### src/rtl/jalr_pred_check_pkg.sv
// Shared constants and types for the jalr target-prediction checker.
package jalr_pred_check_pkg;

    // All-zero machine word, used as the reset value of redirect_pc.
    localparam logic [31:0] ZEROWORD = 32'h0000_0000;

    // Default widths for the checker's parameters.
    localparam int DEF_QUEUE_ADDR_WIDTH = 2;
    localparam int DEF_CNT_WIDTH        = 16;

    // Outcome of a resolving jalr in a given cycle.
    typedef enum logic [1:0] {
        RES_NONE = 2'd0,
        RES_HIT  = 2'd1,
        RES_MISS = 2'd2
    } res_kind_e;

endpackage

### src/rtl/jalr_pred_check_pred_fifo.sv
// In-order queue of predicted jalr targets. Head is read combinationally
// so the resolve compare can happen in the same cycle.
module jalr_pred_check_pred_fifo #(
    parameter int QUEUE_ADDR_WIDTH = 2
) (
    input  logic        clk,
    input  logic        rst_n,
    input  logic        push,
    input  logic        pop,
    input  logic        clear,
    input  logic [31:0] din,
    output logic [31:0] dout,
    output logic        full,
    output logic        empty
);

    localparam int DEPTH = 1 << QUEUE_ADDR_WIDTH;
    localparam int CW    = QUEUE_ADDR_WIDTH + 1;

    // Storage is not reset; only the pointers and occupancy define validity.
    logic [31:0]                 mem_reg [DEPTH];
    logic [QUEUE_ADDR_WIDTH-1:0] wr_ptr_reg, wr_ptr_next;
    logic [QUEUE_ADDR_WIDTH-1:0] rd_ptr_reg, rd_ptr_next;
    logic [CW-1:0]               count_reg, count_next;
    logic                        do_push;
    logic                        do_pop;

    assign full  = (count_reg == CW'(DEPTH));
    assign empty = (count_reg == '0);
    assign dout  = mem_reg[rd_ptr_reg];

    // Qualify requests: a push into a full queue is only legal alongside a pop.
    always_comb begin
        do_pop  = pop && !empty;
        do_push = push && (!full || do_pop);
    end

    // Next pointer/occupancy; a clear wins over everything else.
    always_comb begin
        wr_ptr_next = wr_ptr_reg;
        rd_ptr_next = rd_ptr_reg;
        count_next  = count_reg;
        if (clear) begin
            wr_ptr_next = '0;
            rd_ptr_next = '0;
            count_next  = '0;
        end else begin
            if (do_push) begin
                wr_ptr_next = wr_ptr_reg + QUEUE_ADDR_WIDTH'(1);
            end
            if (do_pop) begin
                rd_ptr_next = rd_ptr_reg + QUEUE_ADDR_WIDTH'(1);
            end
            case ({do_push, do_pop})
                2'b10:   count_next = count_reg + CW'(1);
                2'b01:   count_next = count_reg - CW'(1);
                default: count_next = count_reg;
            endcase
        end
    end

    // Pointer and occupancy registers.
    always_ff @(posedge clk) begin
        if (!rst_n) begin
            wr_ptr_reg <= '0;
            rd_ptr_reg <= '0;
            count_reg  <= '0;
        end else begin
            wr_ptr_reg <= wr_ptr_next;
            rd_ptr_reg <= rd_ptr_next;
            count_reg  <= count_next;
        end
    end

    // Storage write at the write pointer; suppressed when the queue is cleared.
    always_ff @(posedge clk) begin
        if (do_push && !clear) begin
            mem_reg[wr_ptr_reg] <= din;
        end
    end

endmodule

### src/rtl/jalr_pred_check.sv
// Checks resolved jalr targets against the oldest front-end prediction,
// raises a one-cycle redirect on a miss and keeps hit/miss counters.
module jalr_pred_check
    import jalr_pred_check_pkg::*;
#(
    parameter int QUEUE_ADDR_WIDTH = DEF_QUEUE_ADDR_WIDTH,
    parameter int CNT_WIDTH        = DEF_CNT_WIDTH
) (
    input  logic                 clk,
    input  logic                 rst_n,
    input  logic                 pred_valid,
    input  logic [31:0]          pred_target,
    input  logic                 resolve_valid,
    input  logic [31:0]          resolve_target,
    input  logic                 ext_flush,
    output logic                 queue_full,
    output logic                 queue_empty,
    output logic                 mispredict,
    output logic [31:0]          redirect_pc,
    output logic                 overflow,
    output logic [CNT_WIDTH-1:0] hit_count,
    output logic [CNT_WIDTH-1:0] miss_count
);

    // Increment that sticks at all-ones instead of wrapping.
    function automatic logic [CNT_WIDTH-1:0] sat_inc(input logic [CNT_WIDTH-1:0] v);
        return (&v) ? v : v + CNT_WIDTH'(1);
    endfunction

    logic [31:0]          fifo_head;
    logic                 fifo_full;
    logic                 fifo_empty;
    logic                 fifo_push;
    logic                 fifo_pop;
    logic                 fifo_clear;
    logic                 push_req;
    logic                 push_drop;
    res_kind_e            res_kind;

    logic                 mispredict_reg, mispredict_next;
    logic [31:0]          redirect_pc_reg, redirect_pc_next;
    logic                 overflow_reg, overflow_next;
    logic [1:0]           cnt_inc;
    logic [CNT_WIDTH-1:0] cnt_val [2];

    jalr_pred_check_pred_fifo #(
        .QUEUE_ADDR_WIDTH(QUEUE_ADDR_WIDTH)
    ) u_pred_fifo (
        .clk  (clk),
        .rst_n(rst_n),
        .push (fifo_push),
        .pop  (fifo_pop),
        .clear(fifo_clear),
        .din  (pred_target),
        .dout (fifo_head),
        .full (fifo_full),
        .empty(fifo_empty)
    );

    // Classify the resolving jalr; an external flush masks it entirely.
    // An empty queue means no prediction exists, which counts as a miss.
    always_comb begin
        res_kind = RES_NONE;
        if (!ext_flush && resolve_valid) begin
            if (!fifo_empty && (fifo_head == resolve_target)) begin
                res_kind = RES_HIT;
            end else begin
                res_kind = RES_MISS;
            end
        end
    end

    // Queue control: flush or miss empties it and blocks a same-cycle enqueue;
    // a full queue only accepts a new prediction when a hit frees the head.
    always_comb begin
        fifo_clear = ext_flush || (res_kind == RES_MISS);
        fifo_pop   = (res_kind == RES_HIT);
        push_req   = pred_valid && !fifo_clear;
        fifo_push  = push_req && (!fifo_full || fifo_pop);
        push_drop  = push_req && fifo_full && !fifo_pop;
    end

    // Next-state for the redirect pulse and the sticky overflow flag.
    always_comb begin
        mispredict_next  = (res_kind == RES_MISS);
        redirect_pc_next = redirect_pc_reg;
        overflow_next    = overflow_reg || push_drop;
        if (res_kind == RES_MISS) begin
            redirect_pc_next = resolve_target;
        end
    end

    // Redirect pulse, redirect target and overflow registers.
    always_ff @(posedge clk) begin
        if (!rst_n) begin
            mispredict_reg  <= 1'b0;
            redirect_pc_reg <= ZEROWORD;
            overflow_reg    <= 1'b0;
        end else begin
            mispredict_reg  <= mispredict_next;
            redirect_pc_reg <= redirect_pc_next;
            overflow_reg    <= overflow_next;
        end
    end

    // Counter 0 tracks hits, counter 1 tracks misses.
    assign cnt_inc = {(res_kind == RES_MISS), (res_kind == RES_HIT)};

    for (genvar gi = 0; gi < 2; gi++) begin : g_perf_cnt
        logic [CNT_WIDTH-1:0] cnt_reg;

        // Saturating performance counter.
        always_ff @(posedge clk) begin
            if (!rst_n) begin
                cnt_reg <= '0;
            end else if (cnt_inc[gi]) begin
                cnt_reg <= sat_inc(cnt_reg);
            end
        end

        assign cnt_val[gi] = cnt_reg;
    end

    assign queue_full  = fifo_full;
    assign queue_empty = fifo_empty;
    assign mispredict  = mispredict_reg;
    assign redirect_pc = redirect_pc_reg;
    assign overflow    = overflow_reg;
    assign hit_count   = cnt_val[0];
    assign miss_count  = cnt_val[1];

endmodule

### config.mk
export PLATFORM = sky130hd
export DESIGN_NAME = jalr_pred_check
export DESIGN_NICKNAME = d
export VERILOG_FILES = /design/src/rtl/jalr_pred_check_pkg.sv /design/src/rtl/jalr_pred_check_pred_fifo.sv /design/src/rtl/jalr_pred_check.sv
export SDC_FILE = /design/constraint.sdc
export NUM_CORES = 1
export LEC_CHECK = 0
export CORE_ASPECT_RATIO = 1.4
export CORE_MARGIN = 2
export CORE_UTILIZATION = 30
export CTS_CLUSTER_SIZE = 40
export DETAILED_ROUTE_END_ITERATION = 12
export HOLD_SLACK_MARGIN = 0.12
export PLACE_DENSITY_LB_ADDON = 0.12
export SYNTH_ARGS = -nofsm -noshare
export SYNTH_HDL_FRONTEND = slang
export SYNTH_SLANG_ARGS = --single-unit
export TNS_END_PERCENT = 30
### constraint.sdc
create_clock -name clk -period 5.4 [get_ports clk]
set_clock_uncertainty 0.2 [all_clocks]
set_input_delay 0.54 -clock clk [delete_from_list [all_inputs] [get_ports clk]]
set_output_delay 0.54 -clock clk [all_outputs]
set_load 0.05 [all_outputs]
# After elaboration in Yosys (flattened, before gate mapping)
# Memory sizes are Yosys's and may differ from the RTL's. A register that Yosys moved wholly into a read port is not among the register bits.
# Cells that the tools add are included.
[word_totals]
reg_bits = 73
latchBits = 0
ramBits = 128
rom_bits = 0
inputBits = 69
wordCells = 56
n_memories = 1
[memory_table]
columns = ["name", "words", "word_bits", "read_ports", "rd_clocked_by_memory_dff", "wr", "line", "rtl"]
rows = [
  ["u_pred_fifo.mem_reg", 4, 32, 1, 1, 1, "jalr_pred_check_pred_fifo.sv:21", "logic [31:0] mem_reg [DEPTH];"],
]
[classes]
addsub = 6
n_mul = 0
div_mod_pow = 0
n_lt_le_gt_ge = 0
eq_ne = 6
shifts = 0
mux = 7
n_bitwise = 3
reduce_logical = 25
[ops]
columns = ["op", "count"]
rows = [
  ["16-bit by 1-bit adder with 16-bit output (second input constant)", 2],
  ["32-bit == test", 1],
  ["16-bit AND reduction", 2],
  ["1-bit logical AND", 9],
  ["2-bit 2-to-1 mux", 4],
  ["3-bit one-hot mux with 2 select lines", 1],
  ["1-bit logical NOT", 5],
  ["2-bit by 1-bit adder with 2-bit output (second input constant)", 2],
  ["2-bit by 1-bit == test with 1-bit output (second input constant)", 2],
  ["2-bit == test (second input constant)", 2],
  ["1-bit logical OR", 4],
  ["2-bit AND reduction", 2],
  ["3-bit by 1-bit adder with 3-bit output (second input constant)", 1],
  ["3-bit == test (second input constant)", 1],
  ["3-bit logical NOT", 1],
  ["1-bit NOT", 3],
  ["3-bit by 1-bit subtractor with 3-bit output (second input constant)", 1],
  ["1-bit 2-to-1 mux", 2],
  ["2-bit nonzero test", 1],
  ["2-bit OR reduction", 1],
]

# Longest topological paths before layout
# Gate-level depths: netlist (run 1).
[logic_depth]
word_depth = 14
mapped_depth = 19

# Cells and area by module
# Synthesis (run 1) repeated with hierarchy kept, for this count alone.
[unflattened]
cells_unflattened = 640
area_unflattened_um2 = 8470.6
[by_module_without_submodules]
columns = ["mod", "n_inst", "cells_per_inst", "area_per_inst_um2", "seq_area_each_um2"]
rows = [
  ["jalr_pred_check_pred_fifo", 1, 234, 5166.2, 4023.9],
  ["jalr_pred_check", 1, 406, 3304.4, 1321.3],
]

# Worst setup path after synthesis (run 1)
# OpenSTA, ideal clock, no wires.
[synth_timing]
path_type = "flip-flop to flip-flop"
startpoint = "register with a tool-made name"
endpoint = "memory u_pred_fifo.mem_reg[0][0], enable pin"
setup_time_ps = 392
arrival_time_ps = 3585
required_ps = 4808
path_slack_ps = 1223
stages_incl_launch_ff = 10
synth_period_minus_slack_ps = 4177
cell_sequence = "dfxtp_1 -> buf_6 -> mux4_2 -> xnor2_1 -> nand4_1 -> or4b_1 -> or4_1 -> buf_2 -> o21ai_1 -> and3_1"
[synth_rtl]
columns = ["element", "line"]
rows = [
  ["to (decl)", "jalr_pred_check_pred_fifo.sv:21"],
]

==> metrics.md, run 1 <==
| Metric | Value |
|---|---|
| Switch share | 22.1% |
| Most frequent cells in the layout | clkdlybuf4s50_1 (135), edfxtp_1 (128), dfxtp_1 (73) |
| Die width | 146 µm |
| Avg Cell Area, Syn | 12.8 µm² |
| Die Area | 0.0298 mm² |
| Sum Neg Setup Slack | 0 ns |
| DRT iter0 DRCs | 208 |
| Post-route antenna net violation count | 0 |
| Initial Util | 30.2% |
| RSZ-0062 raised after global routing | no |
| Status | finished, final reports clean |
| Ant. Diodes | 0 |
| Core Region | 0.0282 mm² |
| FILL cells | 2,636 |
| Flop pwr share | 47.6% |
| Sequential share of the synthesized area | 62.7% |
| Power density over the cells | 317 mW/mm² |
| Layout cells sized above 1 | 9.50% |
| Pin count of the biggest net entering global routing | 48 |
| Port buffer count | 136 |
| Comb pwr share | 6.8% |
| Layout Nets | 881 |
| Tmin final | 4.82 ns |
| WL per Instance | 18.1 µm |
| GRT Util Overall | 14.5% |
| Leakage | 0.00358 µW |
| DRC | 0 |
| Pwr Total | 3530 µW |
| Final Hold Fails | 0 |
| CTS resizes | 0 |
| CTS tree | done |
| Clock network power share | 45.6% |
| H-tree levels | 1 |
| Via density | 4.86 |
| FP Rows | 73 |
| Max_slew headroom | 40.2% |
| Internal Power | 2750 µW |
| Footprint of the multi-input gates | 0.00298 mm² |
| Slew @ Worst Pin | 0.897 ns |
| Fin crit share | 89.3% |
| Ys flop type | edfxtp_1 |
| Unique cell type count in the Yosys netlist | 47 |
| Clock root buffer | clkbuf_16 |
| Fmax | 207 MHz |
| # hold bufs at CTS | 0 |
| Max Slew Vio Count | 0 |
| Setup Crit Path Kind | reg2reg |
| Flip-flop and latch count after synthesis | 203 |
| CP endpoint kind | register |
| Initial antenna violation count | 0 |
| Clk sink count | 203 |
| Mapped cell area | 0.00852 mm² |
| Sw power | 780 µW |
| CTS Buf Count | 23 |
| Net Count, Synth | 743 |
| CTS Buffer Depth | 3 |
| Max-cap viol count | 0 |
| CP Max Fanout | 24 |
| Routed vias | 5,807 |
| WP data required | 5.64 ns |
| Worst IR Drop VDD | 0.000186 V |
| Setup Viol. Count Final | 0 |
| Die Ht | 203 µm |
| Gpl congestion | 0.761 |
| Drt pass-1 iters | 4 |
| Post-synth EDFFs | 128 |
| Clock-pin slew of the registers on the worst-case setup and hold paths | 0.07 ns |
| Most common cell after layout, fill and taps aside | clkdlybuf4s50_1 |
| DP HPWL | 15,500 µm |
| Layout area overhead | 30.6% |
| Largest register FFs | 128 |
| Syn Inst Count | 666 |
| Hold Crit Class | reg2reg |
| First-pass GRT wire length | 33,800 µm |
| CP Launch Type | register |
| Reg area | 0.00535 mm² |
| Ports | 137 |
| CP Data Arrival Time | 5.07 ns |
| Congestion Overflow GR | 0 |
| Async set-reset flop share out of synthesis | 0% |
| Synthesis Warnings | 0 |
| Setup Fix Bufs, Post-CTS | 0 |
| Clock latency on the worst-skew pair | 0.52 ns |
| Drt total wl | 21,700 µm |
| Vias in the first global route | 6,037 |
## worst max-delay path, cell delays in order, from the launching register on
cell	delay (ns)
dfxtp_2	0.80
mux4_1	0.65
xnor2_1	0.22
nand4_1	0.12
or4b_1	0.52
or4_1	0.58
o21ai_1	0.50
and2_1	0.20
inv_1	0.04
ha_1	0.20
inv_1	0.07
fa_1	0.40
nor2_1	0.10
a21oi_1	0.05
nor2_1	0.09
## power by group through the flow
stage	clock, µW	combinational [µW]	sequential [µW]
after CTS	1670	243	1680
after detailed placement	0	242	1710
after global routing	1730	256	1680
final	1610	238	1680
after global placement	0	239	1710
after floorplan	0	71.2	1760
## cell families after synthesis
family                   share of synthesized area [%]
flip-flops                                        62.7
AND/OR/NAND/NOR                                   12.9
AO/OA/AOI/OAI                                     6.65
buffers and inverters                             2.48
XOR/XNOR                                          4.32
multiplexers                                      9.62
adder cells (fa/ha/maj)                           1.26
## final cells by class
class	count	area share, %
well taps	375	4.22
multi-input cells	417	26.8
clock buffers	30	5.68
clock inverters	12	1.45
repair buffers	147	13.4
flip-flops and latches	203	48.1
inverters	12	0.405
## through the flow
step | hold WS [ns] | cells | utilization, % | setup slack (ns) | area, µm²
6_report | 0.268 | 1196 | 39.4 | 0.577 | 11100
5_1_grt | 0.300 | 1196 | 39.4 | 0.214 | 11100
4_1_cts | 0.273 | 1196 | 39.4 | 0.499 | 11100
3_5_place_dp | 0.259 | 1154 | 36.6 | 0.524 | 10300
3_3_place_gp | 0.251 | 1154 | 36.6 | 0.703 | 10300
2_1_floorplan | 0.256 | 666 | - | 1.22 | 8520
## routing by layer
| metal | GRT usage (%) | up-vias | share of wire, % | wire, µm |
|---|---|---|---|---|
| li1 | - | 2766 | - | - |
| met1 | 17.2 | 2838 | 41 | 8820 |
| met2 | 26.4 | 175 | 52 | 11300 |
| met3 | 2.77 | 28 | 5.4 | 1170 |
| met4 | 4.26 | 0 | 2.0 | 428 |
| met5 | 0 | - | 0 | 0 |
## cell usage after synthesis, types with 2 or more instances
cell,count,share of area (%)
and2_1,3,0.22
and3_1,12,0.88
nor2b_1,2,0.15
o311ai_0,2,0.21
nor4_1,7,0.51
mux2i_1,29,3.4
inv_1,12,0.53
nor3b_1,4,0.35
mux4_1,3,0.93
nand4_1,11,0.81
mux2_2,2,0.26
clkbuf_1,19,0.84
or3_1,8,0.59
a21oi_1,20,1.2
ha_1,7,1.0
o211a_1,2,0.23
o21bai_1,2,0.18
buf_2,10,0.59
and4_1,2,0.21
or4_1,11,0.97
dfxtp_1,75,18
o21ai_0,45,2.6
edfxtp_1,128,45
nand2b_1,12,0.88
nor3_1,6,0.35
nand2_1,64,2.8
xor2_1,11,1.1
o31ai_1,8,0.70
buf_6,3,0.40
o41ai_1,4,0.41
o21ai_1,2,0.12
o211ai_1,2,0.18
a21boi_0,3,0.26
xnor2_1,31,3.2
mux4_2,19,5.0
nand3_1,48,2.8
nor2_1,26,1.1
a21o_1,2,0.18
## worst paths after layout
kind	slack, ns	cells past startpoint	startpoint	end
worst max register to register	0.58	14	register	u_pred_fifo.count_reg[1]
worst max-delay path	0.58	14	register	u_pred_fifo.count_reg[1]
worst min-delay path	0.27	2	redirect_pc[14]	redirect_pc[14]
worst min register to register	0.27	2	redirect_pc[14]	redirect_pc[14]
No activity file was read; power rests on OpenSTA's default activity.
==> run 2: changes to the inputs <==
- PLACE_DENSITY_LB_ADDON: 0.12 -> 0.05
==> metrics.md, run 2 (same netlist as run 1, synthesis figures left out) <==
| Metric | Value |
|---|---|
| Initial Util | 30.2% |
| Clock root buffer | clkbuf_16 |
| FP Rows | 73 |
| GRT Util Overall | 14.9% |
| H-tree levels | 1 |
| Setup ws final | 0.524 ns |
| First-pass GRT wire length | 34,300 µm |
| Sum Neg Setup Slack | 0 ns |
| Setup Fix Bufs, Post-CTS | 0 |
| CP Data Arrival Time | 5.11 ns |
| Largest stage delay, worst path | 0.76 ns |
| Core Region | 0.0282 mm² |
| Gpl congestion | 0.740 |
| CTS Buf Count | 22 |
| Via density | 4.76 |
| Critical R2R Capture | u_pred_fifo.count_reg[1] |
| Initial antenna violation count | 0 |
| WP data required | 5.63 ns |
| Hold Crit Class | reg2reg |
| Final Hold Fails | 0 |
| Grt met3 use | 2.68% |
| Clock-pin slew of the registers on the worst-case setup and hold paths | 0.06 ns |
| Die Ht | 203 µm |
| End of the critical path | u_pred_fifo.count_reg[1] |
| Clock latency on the worst-skew pair | 0.51 ns |
| CTS Buffer Depth | 3 |
| Max_slew headroom | 47.0% |
| Critical Path, Cell by Cell | mux4_1 -> xnor2_1 -> nand4_1 -> or4b_1 -> or4_1 -> o21ai_1 -> and2_1 -> inv_1 -> ha_1 -> inv_1 -> fa_1 -> nor2_1 -> a21oi_1 -> nor2_1 |
| Die width | 146 µm |
| Sw power | 758 µW |
| Ant. Diodes | 0 |
| DP HPWL | 15,400 µm |
| CP Max Fanout | 22 |
| CTS resizes | 0 |
| Routed vias | 5,669 |
| Flop pwr share | 48.3% |
| Max-cap viol count | 0 |
| Pin count of the biggest net entering global routing | 48 |
| Clock network power share | 44.8% |
| GR Util met2 | 28.0% |
| Slew @ Worst Pin | 0.795 ns |
| FF-to-FF setup slack | 0.52 ns |
| Tmin final | 4.88 ns |
| Cells on worst reg2reg path | 14 |
| Max Slew Vio Count | 0 |
| CTS tree | done |
| Congestion Overflow GR | 0 |
| WL per Instance | 18.6 µm |
| Port buffer count | 136 |
| Most common cell after layout, fill and taps aside | clkdlybuf4s50_1 |
| Pwr Total | 3470 µW |
| # hold bufs at CTS | 0 |
| RSZ-0062 raised after global routing | no |
| Ports | 137 |
| Power density over the cells | 313 mW/mm² |
| Internal Power | 2710 µW |
| Worst hold slack | 0.268 ns |
| Drt total wl | 22,200 µm |
| Die Area | 0.0298 mm² |
| Setup Crit Path Kind | reg2reg |
| Layout area overhead | 30.0% |
| Layout Nets | 878 |
| Comb pwr share | 6.9% |
| Setup Viol. Count Final | 0 |
| Vias in the first global route | 5,862 |
| DRC | 0 |
| Layout cells sized above 1 | 8.69% |
| Switch share | 21.8% |
| Most frequent cells in the layout | clkdlybuf4s50_1 (135), edfxtp_1 (128), dfxtp_1 (73) |
| Pre-CTS setup slack | 0.519 ns |
| Global route hottest layer | met2 |
| Status | finished, final reports clean |
| CP max-delay cell | dfxtp_2 |
| Met1 Usage GRT | 17.5% |
| Fin crit share | 90.3% |
| Drt pass-1 iters | 4 |
| Clk sink count | 203 |
| DRT iter0 DRCs | 315 |
| Post-route antenna net violation count | 0 |
| Fmax | 205 MHz |
| CP endpoint kind | register |
| Largest register FFs | 128 |
| Layout Utilization | 39.3% |
| CP Launch Type | register |
| Leakage | 0.00356 µW |
| Worst IR Drop VDD | 0.000236 V |
## run 2: worst max-delay path: cells and delay by family (launching register included)
kind / cells / cell delay [ns]
AO/OA/AOI/OAI: 2 / 0.56
buffers and inverters: 2 / 0.13
XOR/XNOR: 1 / 0.24
multiplexers: 1 / 0.65
flip-flops: 1 / 0.76
AND/OR/NAND/NOR: 6 / 1.62
adder cells (fa/ha/maj): 2 / 0.61
## run 2: worst min-delay path by stage
stage | end | slack, ns | start | cells past startpoint
2_1_floorplan | register | 0.26 | u_pred_fifo.rd_ptr_reg[1] | 2
3_3_place_gp | overflow | 0.25 | overflow | 2
3_5_place_dp | redirect_pc[11] | 0.26 | redirect_pc[11] | 2
4_1_cts | redirect_pc[16] | 0.27 | redirect_pc[16] | 2
5_1_grt | redirect_pc[14] | 0.29 | redirect_pc[14] | 2
6_report | redirect_pc[16] | 0.27 | redirect_pc[16] | 2
## run 2: area by class of cell
class / count / area [µm²]
Fill cell: 2659 / 17100
Sequential cell: 203 / 5350
Multi-Input combinational cell: 417 / 2980
Timing Repair Buffer: 145 / 1490
Clock buffer: 29 / 618
Tap cell: 375 / 469
Clock inverter: 11 / 129
Inverter: 12 / 45.0
## run 2: power groups by stage
stage               combinational (µW)  sequential [µW]  clock, µW
CTS                                245             1680       1620
detailed placement                 244             1710          0
global route                       258             1680       1680
floorplan                         71.2             1760          0
finish                             239             1680       1550
global placement                   242             1710          0
## run 2: per-layer routing
metal,share of wire [%],wire [µm]
met1,42,9260
met2,52,11600
met3,4.2,936
met4,1.6,364
met5,0,0
## run 2: stage by stage
stage | cells | cell area, µm²
floorplan | 666 | 8520
global placement | 1152 | 10300
detailed placement | 1152 | 10300
CTS | 1192 | 11100
global route | 1192 | 11100
finish | 1192 | 11100
==> edit, RTL diff (settings of run 1) <==
`DEF_CNT_WIDTH`: 16 -> 12.
--- a/src/rtl/jalr_pred_check_pkg.sv
+++ b/src/rtl/jalr_pred_check_pkg.sv
@@ -8,3 +8,3 @@
     localparam int DEF_QUEUE_ADDR_WIDTH = 2;
-    localparam int DEF_CNT_WIDTH        = 16;
+    localparam int DEF_CNT_WIDTH        = 12;
 
Interface: changed (resized hit_count and miss_count); port bits go from 137 to 129. No check against the original RTL was run, so the function may have changed too.
==> edit against run 1 <==
  * Area after synthesis shrank 6.1%
  * Setup slack gained 0.38 ns
  * Sequential cell count is 8 lower
  * Die area shrank 6.0%
  * Power shrank 11%
  * Non-clock buffer count shrank 8
  * Design area decreased by 7.6%
  * Routed wire length decreased by 11%
  * Critical path type unchanged
  * Critical endpoint is now u_pred_fifo.mem_reg[1][7]$_DFFE_PP_
  * Largest power group unchanged
==> edit: results (changes against run 1) <==
[outcome]
status = finished clean

[critical_path]
cpPeakStageDelay_ns = 0.99  ; +0.19 ns
reg2regPathDepth = 8  ; -6
worstPathMaxFanout = 30  ; +25%
critical_path_arrival_ns = 4.36  ; -0.71 ns

[global_route]
groute.usage.overall = 0.142  ; -0.00270
grt_pass1_wl_mm = 29.7  ; -12%
grtUsageMet1 = 0.163  ; -0.00869
use_met3 = 0.0288  ; +0.00111
globalRouteMet2Util = 0.264  ; -0.000577
grt_max_degree = 78  ; +63%
first_global_vias = 5272  ; -13%

[power_and_ir_drop]
pwr-share-comb = 0.074  ; +0.006
power.static_leakage_nw = 3.26  ; -9.0%
power_switching_share = 0.220  ; -0.000886
vdd_ir_drop_max_mv = 0.204  ; +10%
power.clock.fraction = 0.408  ; -0.048
total_power_mw = 3.12  ; -11%

[layout]
multi_input_area_sq_um = 2630  ; -12%
multiInputCombCellCount = 349  ; -16%
final_util = 0.392  ; -0.00185
drive_gt1_frac = 0.111  ; +0.0163
nets = 792  ; -10%
filler_cell_count = 2466  ; -6.4%
layout.clock.cell_area_share = 0.0576  ; -0.0137
sequential_portion_of_the_cell_area = 0.505  ; +0.0242
num-clock-buffers = 20  ; -33%
n_all_inverters = 13  ; +1
signal_buffer_area_fraction = 0.137  ; +0.00329
non_clock_buffer_count = 139  ; -5.4%
finish.cell_count_without_fillers = 1052  ; -12%
flops_and_latches = 195  ; -3.9%

[logic_synthesis]
ys_top_cells_by_area = edfxtp_1, dfxtp_1, mux4_2
synth-edff-count = 128  ; unchanged
synth-seq-area-share = 0.648  ; +0.0210
synth_area_per_cell_sq_um = 13.7  ; +6.7%
synth.cells.most_frequent = edfxtp_1, dfxtp_1, nand2_1
number_of_distinct_library_cells_after_synthesis = 44  ; -6.4%
synthesized_instance_count = 586  ; -12%
synth_nets = 663  ; -11%

[detailed_routing]
wl_met3_um = 622  ; -47%
routedLengthMet1_mm = 8.15  ; -7.6%
postRouteWirelength_mm = 19.3  ; -11%
drtIter0Drc = 165  ; -21%
wl_met2_mm = 10.3  ; -8.4%
vias = 5001  ; -14%

[clocking]
cts_buffer_depth = 2  ; -1
clock_tree.htree_level_count = 4  ; +3
numCtsBuffers = 17  ; -26%
worst_skew_pair.late_latency_ns = 0.43  ; -0.09 ns

[place]
place_hpwl_mm = 13.9  ; -10%
dp.cells = 1020  ; -12%
gp_routability_congestion = 0.739  ; -2.8%
post_dp_cell_area_sq_um = 9680  ; -6.3%
placement.io_buffers = 128  ; -5.9%
post-place-ws_ns = 0.793  ; +0.269 ns

[worst_hold_path]
timing.hold.worst.start = redirect_pc[31]$_SDFFE_PN0P_

[timing]
tightestPinTransition_ns = 0.998  ; +0.101 ns

==> edit: cell types whose count changed after synthesis, moves of 6 or more <==
cell,change
a21oi_1,-9
o31ai_1,-7
or3_1,-6
nand3_1,-7
and3_1,-6
o21ai_0,-23
dfxtp_1,-8
or4_1,-10
xor2_1,+10
nand2_1,-8
o21ai_1,+12
==> edit: worst paths after layout <==
check / end / slack [ns]
worst max-delay path: u_pred_fifo.mem_reg[1][7]$_DFFE_PP_ / 0.95
worst min-delay path: redirect_pc[31]$_SDFFE_PN0P_ / 0.26
worst max register to register: u_pred_fifo.mem_reg[1][7]$_DFFE_PP_ / 0.95
worst min register to register: redirect_pc[31]$_SDFFE_PN0P_ / 0.26
==> edit: cell families after synthesis <==
family	synth area share
flip-flops	0.648
AND/OR/NAND/NOR	0.114
AO/OA/AOI/OAI	0.0460
XOR/XNOR	0.0558
multiplexers	0.0990
buffers and inverters	0.0236
adder cells (fa/ha/maj)	0.0135
